File: config.mk
export PLATFORM = sky130hd
export DESIGN_NAME = z80_dma_arbiter
export DESIGN_NICKNAME = d
export VERILOG_FILES = /design/src/rtl/z80_dma_arbiter.sv
export SDC_FILE = /design/constraint.sdc
export NUM_CORES = 1
export LEC_CHECK = 0
export ABC_AREA = 0
export CAP_MARGIN = 20
export CORE_ASPECT_RATIO = 0.9
export CORE_MARGIN = 2
export CORE_UTILIZATION = 56
export DETAILED_ROUTE_END_ITERATION = 10
export PLACE_DENSITY = 0.95
export SLEW_MARGIN = 20
export SYNTH_ARGS = -nofsm -noshare
export SYNTH_HDL_FRONTEND = slang
export SYNTH_SLANG_ARGS = --single-unit
File: constraint.sdc
create_clock -name i_clk -period 3.8 [get_ports i_clk]
set_input_delay 0.57 -clock i_clk [delete_from_list [all_inputs] [get_ports i_clk]]
set_output_delay 0.57 -clock i_clk [all_outputs]
set_load 0.005 [all_outputs]
File: src/rtl/z80_dma_arbiter.sv
// z80_dma_arbiter
// Block-copy DMA engine that borrows the memory bus from a Z80-style CPU.
// A start pulse in IDLE latches a source address, a destination address and
// a byte count. The engine requests the bus, copies one byte every three
// cycles (RD, RDW, WR) and hands the bus back after every BURST bytes.
// BURST = 0 keeps the bus until the whole block has been copied.
//
// Bus handshake: o_busrq_n is held low from REQ through the last WR of a
// tenure. The engine starts moving data only after it samples i_busak_n low.
// It then ignores i_busak_n until it has raised o_busrq_n again in REL.
// REL waits for i_busak_n to be sampled high before the next request or the
// done pulse.
//
// Ports
//   i_clk, i_reset         clock, synchronous active-high reset
//   i_start                one-cycle copy request (sampled only in IDLE)
//   i_src, i_dst, i_len    copy parameters, latched on an accepted start
//   o_busrq_n, i_busak_n   bus request / acknowledge to the CPU (active-low)
//   o_dma_en               engine owns the memory bus
//   o_dma_a, o_dma_do      memory address and write data (0 when not owning)
//   o_dma_we               one-cycle write strobe per byte
//   i_mem_di               read data, valid one cycle after the address
//   o_busy, o_done         busy from accepted start through done; done pulse
//   o_state                current FSM state (debug)
module z80_dma_arbiter #(
    parameter int BURST = 16
) (
    input  logic        i_clk,
    input  logic        i_reset,
    input  logic        i_start,
    input  logic [15:0] i_src,
    input  logic [15:0] i_dst,
    input  logic [15:0] i_len,
    output logic        o_busrq_n,
    input  logic        i_busak_n,
    output logic        o_dma_en,
    output logic [15:0] o_dma_a,
    output logic [7:0]  o_dma_do,
    output logic        o_dma_we,
    input  logic [7:0]  i_mem_di,
    output logic        o_busy,
    output logic        o_done,
    output logic [2:0]  o_state
);

    typedef enum logic [2:0] {
        S_IDLE = 3'd0,
        S_REQ  = 3'd1,
        S_RD   = 3'd2,
        S_RDW  = 3'd3,
        S_WR   = 3'd4,
        S_REL  = 3'd5,
        S_FIN  = 3'd6
    } state_t;

    localparam logic [15:0] BURST_W = 16'(BURST);

    state_t      r_state;
    state_t      w_next;
    logic [15:0] r_src;
    logic [15:0] r_dst;
    logic [15:0] r_rem;
    logic [15:0] r_tenure;
    logic [7:0]  r_data;

    logic [15:0] w_rem_dec;
    logic [15:0] w_ten_inc;
    logic        w_burst_hit;

    assign w_rem_dec   = r_rem - 16'd1;
    assign w_ten_inc   = r_tenure + 16'd1;
    // Yield the bus once this tenure has moved BURST bytes.
    assign w_burst_hit = (BURST != 0) && (w_ten_inc == BURST_W);
    assign o_state     = r_state;

    always_ff @(posedge i_clk) begin
        if (i_reset) begin
            r_state <= S_IDLE;
        end else begin
            r_state <= w_next;
        end
    end

    always_comb begin
        w_next    = r_state;
        o_busrq_n = 1'b1;
        o_dma_en  = 1'b0;
        o_dma_a   = 16'h0000;
        o_dma_do  = 8'h00;
        o_dma_we  = 1'b0;
        o_busy    = 1'b1;
        o_done    = 1'b0;
        case (r_state)
            S_IDLE: begin
                o_busy = 1'b0;
                if (i_start) begin
                    // A zero-length copy completes without touching the bus.
                    w_next = (i_len != 16'h0000) ? S_REQ : S_FIN;
                end
            end
            S_REQ: begin
                o_busrq_n = 1'b0;
                if (!i_busak_n) begin
                    w_next = S_RD;
                end
            end
            S_RD: begin
                o_busrq_n = 1'b0;
                o_dma_en  = 1'b1;
                o_dma_a   = r_src;
                w_next    = S_RDW;
            end
            S_RDW: begin
                o_busrq_n = 1'b0;
                o_dma_en  = 1'b1;
                o_dma_a   = r_src;
                w_next    = S_WR;
            end
            S_WR: begin
                o_busrq_n = 1'b0;
                o_dma_en  = 1'b1;
                o_dma_a   = r_dst;
                o_dma_do  = r_data;
                o_dma_we  = 1'b1;
                if (w_rem_dec == 16'h0000 || w_burst_hit) begin
                    w_next = S_REL;
                end else begin
                    w_next = S_RD;
                end
            end
            S_REL: begin
                // r_rem == 0 distinguishes the final release from a yield.
                if (i_busak_n) begin
                    w_next = (r_rem == 16'h0000) ? S_FIN : S_REQ;
                end
            end
            S_FIN: begin
                o_done = 1'b1;
                w_next = S_IDLE;
            end
            default: begin
                o_busy = 1'b0;
                w_next = S_IDLE;
            end
        endcase
    end

    always_ff @(posedge i_clk) begin
        if (i_reset) begin
            r_src    <= 16'h0000;
            r_dst    <= 16'h0000;
            r_rem    <= 16'h0000;
            r_tenure <= 16'h0000;
            r_data   <= 8'h00;
        end else begin
            case (r_state)
                S_IDLE: begin
                    if (i_start && i_len != 16'h0000) begin
                        r_src    <= i_src;
                        r_dst    <= i_dst;
                        r_rem    <= i_len;
                        r_tenure <= 16'h0000;
                    end
                end
                S_RDW: begin
                    r_data <= i_mem_di;
                end
                S_WR: begin
                    // Counters wrap naturally at 0xFFFF.
                    r_src    <= r_src + 16'd1;
                    r_dst    <= r_dst + 16'd1;
                    r_rem    <= w_rem_dec;
                    r_tenure <= w_ten_inc;
                end
                S_REL: begin
                    if (i_busak_n && r_rem != 16'h0000) begin
                        r_tenure <= 16'h0000;
                    end
                end
                default: begin
                end
            endcase
        end
    end

endmodule
* After elaboration in Yosys (flattened, before gate mapping) *
Cells that the tools add are included.

word-level totals
  register bits after elaboration = 75
  bits of input ports = 60
  logic and storage cells = 62
  output and inout bits = 32

operators by class
  equal/unequal tests = 12
  add/sub/neg operators = 4
  reductions and logical operators = 17
  mux-type cells = 23

operator list
  cell                                                   number
  case mux 16 bit (2 select lines)                       4
  two-way mux 16 bit                                     5
  adder 16 x 1 -> 16 bit (second input constant)         3
  case mux 16 bit (3 select lines)                       1
  logical NOT 16 bit                                     2
  nonzero test 16 bit                                    2
  two-way mux 3 bit                                      6
  case mux 3 bit (6 select lines)                        1
  equality test 16 x 5 -> 1 bit (second input constant)  1
  subtractor 16 x 1 -> 16 bit (second input constant)    1
  inequality test 2 bit (second input constant)          5
  equality test 3 bit (second input constant)            3
  two-way mux 8 bit                                      1
  equality test 3 x 2 -> 1 bit (second input constant)   2
  AND reduction 3 bit                                    2
  OR reduction 6 bit                                     1
  two-way mux 1 bit                                      5
  OR reduction 4 bit                                     1
  equality test 3 x 1 -> 1 bit (second input constant)   1
  logical NOT 3 bit                                      1
  nonzero test 3 bit                                     1
  OR reduction 3 bit                                     1
  logical AND 1 bit                                      2
  AND reduction 2 bit                                    1
  other kinds (3)                                        3

* Longest topological paths before layout *
Gate-level depths: netlist of run 1.

  word-level depth = 5
  depth in mapped cells = 8
  depth with buffers taken out = 8

* Worst setup path before layout of run 1 *
No wires, ideal clock.

  kind = register to register
  start point = reg r_rem[0]
  end point = reg r_tenure[7]
  cell stages (with the launch flop) = 9
  arrival time = 2.160 ns
  slack = 1.545 ns
  buffers on the path = 1
  setup time = 0.095 ns
  clock period less this slack = 2.255 ns
  path through = dfxtp_1 -> inv_1 -> ha_1 -> or3b_2 -> nor4_2 -> nand3_1 -> o311a_1 -> buf_2 -> a221oi_1

between the ends
  cells in the longest elaborated chain, start to end = 4

ends and longest elaborated chain
  what                                    line  RTL
  start, declared                         62    logic [15:0] r_rem;
  start signal, assigned                  161   r_rem <= i_len;
  start signal, assigned                  172   r_rem <= w_rem_dec;
  nonzero test 16 bit                     176   if (i_busak_n && r_rem != 16'h0000) begin
  logical AND 1 bit                       176
  inequality test 2 bit (no source line)  --
  AND reduction 3 bit (no source line)    --
  end signal, assigned                    173   r_tenure <= w_ten_inc;
  end, declared                           63    logic [15:0] r_tenure;

No other way between the ends.
A chain may end at the register's enable or synchronous reset.

* Final worst setup path of run 1 *
  start point = reg r_state[2], in the netlist o_state[2]
  end point = out o_dma_a[14]

between the ends
  cells in the longest elaborated chain, start to end = 3
  elaborated cells between the ends (all ways) = 5

ends and longest elaborated chain
  what                                  line  RTL
  start, declared                       58    state_t r_state;
  start signal, assigned                80    r_state <= w_next;
  equality test 3 x 2 -> 1 bit          93    case (r_state)
  OR reduction 2 bit (no source line)   --
  case mux 16 bit (2 select lines) (*)  93
  end, declared                         37    output logic [15:0] o_dma_a,

Every way passes the cells marked *; elsewhere a longest branch is shown, timed or not.

==> run_results.csv, run 1 <==
group,metric,value,unit
pwr,peakVddDrop,0.173,mV
layout,final_common_cell,"clkdlybuf4s50_1",
critical_path,crit_path_max_fanout,68,
timing,setup_viol,0,
yosys,synth-xor-area-share,0.0157,
clock_tree,cts.sinks,75,
pwr,p_clk_frac,0.301,
layout,final_nets,734,
layout,area_growth,24.6,%
yosys,async_reset_ff_frac,0,
yosys,ys_dominant_reg_cell,"dfxtp_1",
yosys,ys_top_cells_by_area,"dfxtp_1, a21oi_1, nor2_1",
critical_path,critPathTopFamily,"buffers and inverters",
pwr,pwr-share-seq,0.500,
clock_tree,htree_levels,3,
yosys,synth.area.mux_share,0.00253,
placement,place_hpwl,9.04,mm
detailed_routing,wirelength,13.3,mm
pwr,p_leak,1.82,nW
pwr,p_per_area,324,nW/um^2
detailed_routing,wl_per_cell,17.3,um
clock_tree,cts_resized,0,
detailed_routing,postRouteAntennaNets,0,
yosys,ys_warn_count,0,
clock_tree,post_cts.repair.setup_buffers,0,
timing,hold_viol_final,0,
pwr,share_comb_of_total_power,0.199,
yosys,netlist.area_leader.share,0.337,
global_route,grt_overflow_total,0,
pwr,p_sw_frac,0.304,
critical_path,crit_top_cell,"nand2_1",
clock_tree,cts_tree,"done",
yosys,synth_top_family_by_area,"compound AO/OA/AOI/OAI gates",
timing,slew_viol_final,0,
floorplan,initial_core_util,0.585,
layout,final_cell_mix,"clkdlybuf4s50_1, dfxtp_1, nor2_1, a21oi_1, nand2_1",
clock_tree,clkTransAtPathRegs,0.08,ns
critical_path,crit_chain,"nand2_1 -> clkinv_1 -> buf_12 -> nand2_1 -> nand2_1 -> clkdlybuf4s50_1",
timing,fin_crit,3.02,ns
timing,fmax,331,MHz
placement,portBuffers,91,
yosys,netlist_instances,603,
layout,n_antenna_cell,0,
floorplan,fp.dieArea,8690,um^2
yosys,synth_compound_area_frac,0.297,
yosys,synthAdderAreaFrac,0.0140,
status,outcome,"finished, final reports clean",
yosys,seq_area_frac_synth,0.337,
timing,worst_pin_slew,1.02,ns
placement,place.gp.congestion,0.962,
global_route,grt_pass1_vias,4782,
yosys,synth_area_leader_cell,"dfxtp_1",
floorplan,ios,92,
yosys,yosys.area_share.simple,0.287,
yosys,ys_ff_latch,75,
flow_run,maxCapViolCount,0,
yosys,syn_area_per_cell,7.40,um^2
yosys,synth_area,4460,um^2
timing,fin_skew,0.00852,ns
placement,dp.cells,754,
global_route,grtUsageTotal,0.305,
clock_tree,clockBufferDepth,2,
critical_path,critPathLaunchType,"flop",
floorplan,core,7620,um^2
detailed_routing,first_pass_iters,6,
timing,rsz0062_at_grt,"no",
global_route,antenna_found_initial,0,
pwr,p_int,1.25,mW
timing,fin_setup_tns,0,ns
global_route,grt_first_pass_wirelength,21.9,mm
worst_hold_path,worst_hold_path_type,"flop to flop",
timing,slew_headroom,0.319,
detailed_routing,drtIter0Drc,605,
pwr,switching_power,0.547,mW
layout,nFillCells,587,
global_route,grt_max_degree,69,
layout,regArea,1500,um^2
layout,drive_above_1_share,0.0609,
floorplan,std_cell_rows,30,
critical_path,crit_buf_inv,3,
critical_path,slowest_stage,"dfxtp_1",
yosys,syn-num-nets,668,
yosys,ys_types,61,
layout,fin_cells,769,
detailed_routing,vias_per_cell,6.74,
detailed_routing,vias,5181,
clock_tree,cts-root-buf,"clkbuf_8",
yosys,synth_edf_count,0,
floorplan,fp.dieH,88.7,um
clock_tree,ctsHoldBuffers,0,
critical_path,required,3.23,ns
floorplan,die-width,98.1,um
critical_path,critPathCaptureType,"primary output",
critical_path,cp_slowest_stage_delay,0.78,ns
layout,multiInputGateArea,2760,um^2
timing,min_period_over_period,0.794,
critical_path,critPathKind,"flop to primary output",
clock_tree,clk_latency,0.35,ns
critical_path,cp.arrival,2.45,ns
detailed_routing,drc,0,
clock_tree,numCtsBuffers,9,
==> final cells by class <==
type	instances	share of cell area
repair buffers	100	0.177
well taps	96	0.0216
inverters	8	0.00540
clock inverters	2	0.00225
flip-flops and latches	75	0.270
multi-input cells	475	0.496
clock buffers	13	0.0268
==> power groups by stage <==
stage / clock network (mW) / logic (mW) / registers, mW
2_1_floorplan: 0 / 0.222 / 0.888
3_3_place_gp: 0 / 0.336 / 0.907
4_1_cts: 0.542 / 0.351 / 0.895
5_1_grt: 0.580 / 0.390 / 0.906
6_report: 0.542 / 0.358 / 0.899
3_5_place_dp: 0 / 0.349 / 0.912
==> worst reg2reg max path: cells and delay by family (launching register included) <==
family	cells	cell delay, ns
buf+inv	1	0.12
flops	1	0.40
compound gates	2	0.61
fa+ha+maj	1	0.26
simple gates	3	1.25
==> stage by stage <==
stage / hold slack (ns) / total power, mW / setup slack (ns) / instance area [um^2] / utilization
2_1_floorplan: 0.432 / 1.11 / 1.54 / 4460 / -
3_3_place_gp: 0.437 / 1.24 / 0.763 / 5390 / 0.708
3_5_place_dp: 0.443 / 1.26 / 0.745 / 5390 / 0.708
4_1_cts: 0.453 / 1.79 / 0.815 / 5550 / 0.729
5_1_grt: 0.468 / 1.88 / 0.639 / 5560 / 0.729
6_report: 0.450 / 1.80 / 0.783 / 5560 / 0.729
==> kinds of logic after synthesis <==
group / Yosys count
buffers and inverters: 53
flip-flops: 75
AO/OA/AOI/OAI: 204
multiplexers: 1
adder cells (fa/ha/maj): 5
XOR/XNOR: 8
AND/OR/NAND/NOR: 257
==> worst paths after layout <==
path,from,to,slack (ns),cells after the start
worst max-delay path,o_state[2]$_SDFFE_PP0P_,o_dma_a[14],0.78,6
worst min-delay path,r_data[7]$_SDFFE_PP0N_,r_data[7]$_SDFFE_PP0N_,0.45,2
worst max register to register,r_rem[0]$_SDFFE_PP0P_,r_tenure[14]$_SDFFE_PP0P_,1.06,7
worst min register to register,r_data[7]$_SDFFE_PP0N_,r_data[7]$_SDFFE_PP0N_,0.45,2
==> state kept, by name (all words and copies together) (netlist names) <==
register  cells
r_data        8
r_rem        16
r_src        16
r_tenure     16
r_dst        16
o_state       3
==> Yosys cell counts, drive strengths merged, types with 2 or more instances <==
library cell  number
nor4              19
a22oi              3
nand2             60
a31oi             23
o221a              3
nor3b              3
inv                8
dfxtp             75
o22ai              3
or4                5
o311ai             4
o31a               2
a31o               2
o221ai             2
or2                3
and2               9
a211oi             9
o21ai             41
a221oi             5
a2bb2oi            2
a22o              13
ha                 5
buf                6
nand3b             3
a311oi            11
nor3              29
o211ai             3
and3              10
clkbuf            39
nand3             24
and4               4
xnor2              6
nand4              8
or3                5
a2111oi            8
a21oi             62
or3b               2
xor2               2
or4b               2
nor2              67
==> per-layer routing <==
metal	wire, um	global-route usage
met1	5390	0.380
met2	6220	0.521
met3	1400	0.0829
met4	282	0.0972
met5	0	0
Note: power is estimated with default switching activity, not from simulation.
==> run 2, diff against run 1 <==
- CORE_UTILIZATION: 56 -> 52
- PLACE_DENSITY: 0.95 -> 0.91
- clock period: 3.8 -> 2.8 ns (I/O delays scaled with it)
==> run_results.csv, run 2 (same netlist as run 1, synthesis figures left out) <==
group,metric,value,unit
status,outcome,"finished, final reports clean",
critical_path,rrSetupSlack,0.18,ns
critical_path,critPathKind,"flop to flop",
worst_hold_path,hold_path_startpoint,"r_data[4]$_SDFFE_PP0N_",
detailed_routing,routed.top_layer,"met4",
layout,final_nets,750,
global_route,antenna_found_initial,0,
critical_path,critPathCaptureType,"flop",
global_route,grtUsageTotal,0.285,
placement,dp.cells,792,
floorplan,std_cell_rows,32,
clock_tree,clkTransAtPathRegs,0.08,ns
clock_tree,clk_latency,0.35,ns
critical_path,cp_slowest_stage_delay,0.57,ns
layout,n_antenna_cell,0,
pwr,peakVddDrop,0.235,mV
floorplan,fp.dieArea,9330,um^2
layout,final_cell_mix,"clkdlybuf4s50_1, dfxtp_1, nor2_1, a21oi_1, nand2_1",
floorplan,die-width,102,um
critical_path,critPathTopFamily,"simple AND/OR/NAND/NOR gates",
detailed_routing,first_pass_iters,7,
timing,fin_skew,0.0152,ns
detailed_routing,wl_met3,1.21,mm
clock_tree,cts.sinks,75,
timing,rsz0062_at_grt,"no",
global_route,grt_pass1_vias,4577,
placement,dp_slack,-0.0268,ns
timing,fmax,382,MHz
critical_path,slowest_stage,"or3b_2",
critical_path,cp.arrival,2.90,ns
clock_tree,htree_levels,3,
critical_path,crit_chain,"inv_1 -> ha_1 -> or3b_2 -> nor4_4 -> nand3_1 -> o311ai_1 -> o21ai_0 -> a21oi_1",
detailed_routing,drtIter0Drc,573,
clock_tree,cts_tree,"done",
placement,place_hpwl,9.24,mm
global_route,grt_max_degree,69,
detailed_routing,postRouteAntennaNets,0,
flow_run,maxCapViolCount,0,
layout,final_common_cell,"clkdlybuf4s50_1",
critical_path,crit_buf_inv,1,
detailed_routing,wl_met1,5.59,mm
global_route,grt_overflow_total,0,
timing,worst_pin_slew,0.967,ns
layout,drive_above_1_share,0.0870,
timing,min_period_over_period,0.935,
critical_path,critPathLaunchType,"flop",
timing,setup_viol,0,
timing,fin_crit,2.62,ns
floorplan,ios,92,
layout,area_growth,28.9,%
timing,hold_viol_final,0,
layout,fin_cells,809,
detailed_routing,wl_met2,6.34,mm
detailed_routing,drc,0,
placement,place.gp.congestion,0.946,
critical_path,required,3.08,ns
timing,slew_headroom,0.345,
detailed_routing,wl_per_cell,16.5,um
pwr,p_leak,1.92,nW
placement,portBuffers,91,
floorplan,core,8450,um^2
global_route,grt_first_pass_wirelength,21.7,mm
critical_path,worstSetupStartpoint,"r_rem[0]$_SDFFE_PP0P_",
pwr,p_per_area,437,nW/um^2
timing,timing.hold.ws,0.449,ns
timing,slew_viol_final,0,
floorplan,fp.dieH,91.9,um
clock_tree,clockBufferDepth,2,
clock_tree,numCtsBuffers,9,
critical_path,crit_path_max_fanout,8,
critical_path,reg2reg_from,"r_rem[0]$_SDFFE_PP0P_",
floorplan,initial_core_util,0.528,
detailed_routing,vias,5202,
detailed_routing,vias_per_cell,6.43,
worst_hold_path,worst_hold_path_type,"flop to flop",
clock_tree,cts-root-buf,"clkbuf_8",
detailed_routing,wirelength,13.3,mm
timing,layout_setup_ws,0.182,ns
run 2: final cells by class:
type	count	area [um^2]
inverter	8	30.0
tap	119	149
sequential	75	1500
clock inverter	3	22.5
fill	682	2700
timing repair buffer	116	1120
multi-input combinational	475	2770
clock buffer	13	159
run 2: report_power, final:
part	internal, mW	leakage (nW)	total [mW]	switching [mW]
sequential	1.13	0.615	1.22	0.0886
clock	0.373	0.0936	0.779	0.406
combinational	0.251	1.21	0.516	0.265
total	1.75	1.92	2.51	0.759
run 2: worst paths after layout:
| path | endpoint | cells past startpoint |
|---|---|---|
| max | r_tenure[9]$_SDFFE_PP0P_ | 8 |
| min reg2reg | r_data[4]$_SDFFE_PP0N_ | 2 |
| min | r_data[4]$_SDFFE_PP0N_ | 2 |
| max reg2reg | r_tenure[9]$_SDFFE_PP0P_ | 8 |
run 2: metrics by stage:
stage          setup TNS [ns]  cell area, um^2  utilization  total power, mW
6_report                    0             5750        0.680             2.51
5_1_grt                     0             5750        0.680             2.63
4_1_cts                     0             5730        0.678             2.50
3_5_place_dp          -0.0396             5550        0.656             1.74
3_3_place_gp                0             5550        0.656             1.72
2_1_floorplan               0             4460            -             1.51
run 2: metal layers:
metal | up-vias | track usage
li1 | 2452 | -
met3 | 23 | 0.0648
met5 | - | 0
met1 | 2414 | 0.382
met4 | 0 | 0.0709
met2 | 313 | 0.461
run 2: what timing repair did:
item                       4_1_cts  5_1_grt
buffers inserted                 0        0
gates resized for setup          0        3
setup endpoints to repair        0       33
hold buffers                     0        0
run 2: worst min-delay path: cells and delay by family (launching register included):
family / cells / cell delay [ns]
compound gates: 1 / 0.05
flops: 1 / 0.31
simple gates: 1 / 0.05
==> RTL change 1: new RTL, config.mk and constraints of run 2 <==
Register the output `o_dma_we`, cleared by the reset; this adds one clock of latency there. The other outputs are not delayed to match. Comments in the files are not updated.
--- a/src/rtl/z80_dma_arbiter.sv
+++ b/src/rtl/z80_dma_arbiter.sv
@@ -57,2 +57,4 @@
 
+    logic o_dma_we_d;
+
     state_t      r_state;
@@ -89,3 +91,3 @@
         o_dma_do  = 8'h00;
-        o_dma_we  = 1'b0;
+        o_dma_we_d = 1'b0;
         o_busy    = 1'b1;
@@ -123,3 +125,3 @@
                 o_dma_do  = r_data;
-                o_dma_we  = 1'b1;
+                o_dma_we_d = 1'b1;
                 if (w_rem_dec == 16'h0000 || w_burst_hit) begin
@@ -185,2 +187,10 @@
 
+    always_ff @(posedge i_clk) begin
+        if (i_reset) begin
+            o_dma_we <= '0;
+        end else begin
+            o_dma_we <= o_dma_we_d;
+        end
+    end
+
 endmodule
Behaviour: not the same (a bounded check fails within 10 cycles, from zero or initial values and one cycle with i_reset high).
==> RTL change 1 against run 2 <==
  * Non-clock buffer count shrank 8
  * Die area is 1.3% higher
  * Routed wire length decreased by 0.24%
  * Clock power up 13%
  * Largest cell class unchanged
  * Sequential share of layout area is 0.19 points higher
  * Power is 4.2% higher
  * Area after synthesis increased by 1.4%
  * Final area up 0.50%
  * Setup slack worse by 0.053 ns
  * Sequential cell count is 1 higher
  * Via count fell by 3.0%
==> RTL change 1: results (changes against run 2) <==
Logic synthesis
  – Syn avg cell area: 7.57 um^2 (+2.4%)
  – Area contributors post-synth: dfxtp_1 (34%), a21oi_1 (7.7%), nor2_1 (5.1%)
  – Seq/Total Area, Yosys: 33.6% (about the same)
  – Post-synthesis compound-gate area fraction: 29.9% (+0.17 points)
  – Synth Area in XOR/XNOR: 1.36% (-0.22 points)
  – Post-synthesis async set-or-reset flop share: 0% (unchanged)
  – #FFs+latches synth: 76 (+1.3%)
  – Syn. warnings: 0 (unchanged)
  – Mux contribution to synthesized area: 0.443% (+0.19 points)
  – Synth Area in Adders: 1.38% (-0.019 points)
  – Syn Nets: 662 (-0.90%)
  – Most frequent cells after synthesis: dfxtp_1 (76), a21oi_1 (70), nor2_1 (61)
  – Synth unique cells: 63 (+3.3%)

Routing
  – Final WL: 13300 um (-0.24%)
  – 1st-iter DRT viols: 480 (-16%)
  – Drc violations: 0 (unchanged)
  – TritonRoute pass-1 iters: 6 (-1)
  – Vias per inst: 6.33 (-1.5%)

Power and ir drop
  – Worst VDD drop: 0.262 mV (+12%)
  – Pleak: 1.98 nW (+3.1%)

Cells and area
  – Layout cells sized above 1: 9.14% (+0.45 points)
  – Final Instance Count excl. Fillers: 797 (-1.5%)
  – FILL cells: 693 (+1.6%)
  – Inserted Diodes: 0 (unchanged)
  – Final #Nets: 738 (-1.6%)

Clock network
  – Clk slew on worst S/H paths: 0.08 ns (about the same)
  – Clock Path Buffers: 2 (unchanged)
  – Skew-Pair Late Insertion Delay: 0.36 ns
  – Clk root buf: clkbuf_8
  – CTS buffer count: 9 (unchanged)
  – H-tree Lvls: 3 (unchanged)

Hold path
  – Hold Path Class: register to register
  – Worst Hold Launch: r_data[3]

Placed design
  – Post-DP Area: 5560 um^2 (+0.32%)
  – Hpwl dp: 9230 um (-0.18%)
  – Final Wtd Congestion: 0.926 (-2.1%)
  – I/O Buffers: 91 (unchanged)
  – Placed insts: 780 (-1.5%)

STA
  – Worst Tran Pin Value: 0.882 ns (-0.0851 ns)
  – Setup TNS: 0 ns (unchanged)
  – Fin Clk Skew: 0.0115 ns (-0.00368 ns)

Global routing
  – GRT Util Overall: 28.2% (-0.32 points)
  – First-pass GRT wire length: 21700 um (-0.29%)
  – Antenna violations before repair: 0 (unchanged)
  – Largest net degree at the start of global routing: 69 (unchanged)
  – Vias in the first global route: 4615 (+0.83%)

Worst setup path
  – Worst Path Max Fanout: 68 (+60)
  – WP data arrival: 2.25 ns (-0.65 ns)
  – Worst Setup SP: o_state[2]
  – FF-to-FF Start: r_rem[0]

Outcome
  – Outcome: finished clean
## RTL change 1: cell types whose count changed after synthesis, sizes merged, moves of 4 or more
cell    before  now
nor4        19   12
a311oi      11    7
clkbuf      39   34
nor2        67   63
nand2       60   55
a31oi       23   15
o311ai       4    0
a21oi       62   75
## RTL change 1: worst max-delay path, stage by stage (launching register included)
cell and delay [ns]:
dfxtp_1 0.34, buf_4 0.22, nor3b_2 0.26, buf_12 0.30
a22o_1 0.23, clkdlybuf4s50_1 0.51
## RTL change 1: where the power goes
group / switching (mW) / total [mW] / internal [mW]
clock network: 0.421 / 0.879 / 0.458
logic: 0.258 / 0.503 / 0.244
registers: 0.0892 / 1.24 / 1.15
total: 0.768 / 2.62 / 1.85
## RTL change 1: final timing paths
| path | to | slack (ns) | cells after the start |
|---|---|---|---|
| worst min register to register | r_data[3] | 0.45 | 2 |
| worst max-delay path | o_dma_a[11] | 0.13 | 5 |
| worst max register to register | o_state[1] | 0.14 | 8 |
| worst min-delay path | r_data[3] | 0.45 | 2 |
## RTL change 1: stage by stage
| stage | util (%) | hold WS, ns | power (mW) | setup WS [ns] |
|---|---|---|---|---|
| final | 67.7 | 0.453 | 2.62 | 0.129 |
| after global routing | 67.7 | 0.464 | 2.72 | 0.0632 |
| after CTS | 67.6 | 0.453 | 2.61 | 0.0834 |
| after detailed placement | 65.2 | 0.442 | 1.74 | 0.107 |
| after global placement | 65.2 | 0.437 | 1.72 | 0.212 |
| after floorplan | - | 0.432 | 1.53 | 0.362 |
## RTL change 1: repair_timing
action / in CTS / in global routing
gates resized for setup: 0 / 1
setup buffers: 0 / 1
endpoints found under the setup margin: 0 / 3
## RTL change 1: layout make-up
| class | count | area share [%] |
|---|---|---|
| timing repair buffer | 108 | 18.5 |
| multi-input combinational | 469 | 48.4 |
| clock buffer | 12 | 2.69 |
| tap | 119 | 2.58 |
| inverter | 9 | 0.585 |
| sequential | 76 | 26.3 |
| clock inverter | 4 | 0.823 |
## RTL change 1: kinds of logic (layout without fill, tap and decap cells)
group / count (synthesis) / after routing
buffers and inverters: 52 / 133
AOI/OAI and AO/OA: 203 / 203
and+or+nand+nor: 252 / 252
muxes: 2 / 2
DFF: 76 / 76
adders and majority gates: 5 / 5
xor gates and xnor gates: 7 / 7
## RTL change 1: per-layer routing
layer	global-route usage [%]	vias to the layer above	wire length [um]
met3	6.79	22	1080
met1	35.9	2363	5460
li1	-	2405	-
met5	0	-	0
met4	8.11	0	178
met2	47.1	258	6560
==> RTL change 2: new RTL, flow settings as in run 2 <==
Without the edit above. Set the parameter `BURST` to 12 (it was 16).
--- a/src/rtl/z80_dma_arbiter.sv
+++ b/src/rtl/z80_dma_arbiter.sv
@@ -25,3 +25,3 @@
 module z80_dma_arbiter #(
-    parameter int BURST = 16
+    parameter int BURST = 12
 ) (
Function: no difference found for any inputs over 10 cycles, from zero or initial values and one cycle with i_reset high; that may be too few to reach the edited logic, so the function may still have changed.
==> RTL change 2 against run 2 <==
  * Area after synthesis up 1.3%
  * Setup slack worse by 0.059 ns
  * Cell count down 1.2%
  * Worst hold slack worse by 0.043 ns
  * Routed wire length up 2.1%
  * Utilization up 0.64 points
  * Final area up 1.4%
  * Sequential cell count unchanged
  * Die area up 1.3%
  * Critical path type is now register to output port
  * Largest cell class unchanged
Power is not compared: it rests on default switching activity, and its combinational part moved more than twofold at a synthesized area within 25%.
==> RTL change 2: results (changes against run 2) <==
Logic synthesis
  – Synth unique cells: 66 (+8.2%)
  – Area contributors post-synth: dfxtp_1 (33%), nor2_1 (6.3%), a21oi_1 (5.8%)
  – Seq/Total Area, Yosys: 33.2% (-0.44 points)
  – Syn Nets: 670 (+0.30%)
  – Syn. warnings: 0 (unchanged)
  – Post-synthesis async set-or-reset flop share: 0% (unchanged)
  – Main synth FF type: dfxtp_1
  – Most frequent cells after synthesis: nor2_1 (76), dfxtp_1 (75), nand2_1 (57)

Routing
  – TritonRoute pass-1 iters: 5 (-2)
  – Met2 routed wirelength: 6470 um (+2.0%)
  – 1st-iter DRT viols: 526 (-8.2%)
  – Top Metal Used: met4
  – DR vias: 5118 (-1.6%)
  – Final WL: 13600 um (+2.1%)
  – M1 WL: 5480 um (-1.9%)
  – Met3 wire len: 1200 um (-0.83%)

Clock network
  – Skew-Pair Late Insertion Delay: 0.35 ns (about the same)
  – Clk root buf: clkbuf_8
  – Clock Path Buffers: 2 (unchanged)
  – CTS buffer count: 9 (unchanged)
  – # Post-CTS Setup Buffers: 0 (unchanged)
  – H-tree Lvls: 3 (unchanged)
  – Clk slew on worst S/H paths: 0.07 ns

Placed design
  – I/O Buffers: 91 (unchanged)
  – Hpwl dp: 9370 um (+1.4%)
  – Final Wtd Congestion: 0.943 (-0.33%)

STA
  – Final Setup Violations: 0 (unchanged)
  – Fin Clk Skew: 0.00688 ns (-0.00832 ns)
  – Max-slew violations: 0 (unchanged)
  – Worst Tran Pin Value: 0.696 ns (-0.271 ns)

Global routing
  – GRT Util Overall: 29.1% (+0.60 points)
  – First-pass GRT wire length: 22400 um (+3.2%)
  – Antenna violations before repair: 0 (unchanged)
  – Largest net degree at the start of global routing: 47 (-32%)
  – Vias in the first global route: 4796 (+4.8%)

Cells and area
  – Final #Nets: 740 (-1.3%)
  – Layout cells sized above 1: 8.24% (-0.46 points)
  – FILL cells: 693 (+1.6%)
  – Inserted Diodes: 0 (unchanged)

Worst setup path
  – Worst Path Max Fanout: 31 (+23)
  – WP data arrival: 2.26 ns (-0.64 ns)

Job
  – MaxCap Viol Count: 0 (unchanged)

Power and ir drop
  – Pleak: 1.95 nW
  – Worst VDD drop: 0.440 mV

Outcome
  – Outcome: finished clean

Hold path
  – Hold Path Class: input port to register
[RTL change 2: changes by cell type in the layout (fill, tap and decap cells not counted), moves of 4 or more]
cell / delta
a31oi_1: -13
a21oi_1: -10
buf_4: -10
nor2_1: +10
nor3_1: +7
o21ai_0: -7
and3_1: -4
bufinv_16: +4
inv_1: +4
nand3_1: +4
nand4_1: +4
[RTL change 2: power by group]
group	total (mW)	internal, mW	leakage (nW)	switching [mW]
clock network	1.14	0.732	0.137	0.407
registers	1.47	1.24	0.614	0.224
logic	1.50	0.644	1.19	0.859
[RTL change 2: worst paths after layout]
| path | startpoint | endpoint | slack [ns] | depth (start not counted) |
|---|---|---|---|---|
| max | o_state[2] | o_dma_a[7] | 0.12 | 5 |
| min | i_reset | o_state[2] | 0.41 | 2 |
| max reg2reg | r_tenure[5] | o_state[1] | 0.46 | 6 |
| min reg2reg | r_data[5] | r_data[5] | 0.45 | 2 |
[RTL change 2: per-stage QoR]
stage	worst slack [ns]	instance area [um^2]	TNS [ns]	std cells	hold slack, ns
after global placement	0.127	5550	0	783	0.438
after detailed placement	-0.0116	5550	-0.0116	783	0.442
after CTS	0.0722	5820	0	799	0.394
final	0.123	5830	0	799	0.406
after floorplan	0.649	4520	0	605	0.432
after global routing	0.0216	5830	0	799	0.422
[RTL change 2: timing repair]
action                                  in CTS  in global routing
endpoints found under the setup margin       0                 14
gates resized for setup                      0                  1
endpoints found under the hold margin        0                  0
hold buffers                                 0                  0
[RTL change 2: cells by family (layout without fill, tap and decap cells)]
kind of cell	Yosys count	in the layout	synth area share [%]
multiplexers	4	4	0.969
buffers and inverters	60	135	5.18
flip-flops	75	75	33.2
XOR/XNOR	5	5	0.969
AND/OR/NAND/NOR	270	270	29.8
adder cells (fa/ha/maj)	5	5	1.38
AO/OA/AOI/OAI	186	186	28.4
[RTL change 2: cell type report]
cell class              count  area share, %
well taps                 119           2.55
clock buffers              12           2.66
clock inverters             4           2.06
multi-input cells         470           47.9
inverters                  12          0.794
flip-flops and latches     75           25.8
repair buffers            107           18.2
[RTL change 2: per-layer routing]
layer,up-vias,GRT usage [%]
met5,-,0
met4,0,13.7
met3,50,5.43
met2,301,46.5
met1,2362,37.7
li1,2405,-
[RTL change 2: critical path, stage by stage, from the launching register on]
cell	delay, ns
dfxtp_1	0.34
or3b_1	0.42
clkinv_2	0.22
buf_12	0.22
a22o_1	0.17
clkdlybuf4s50_1	0.52
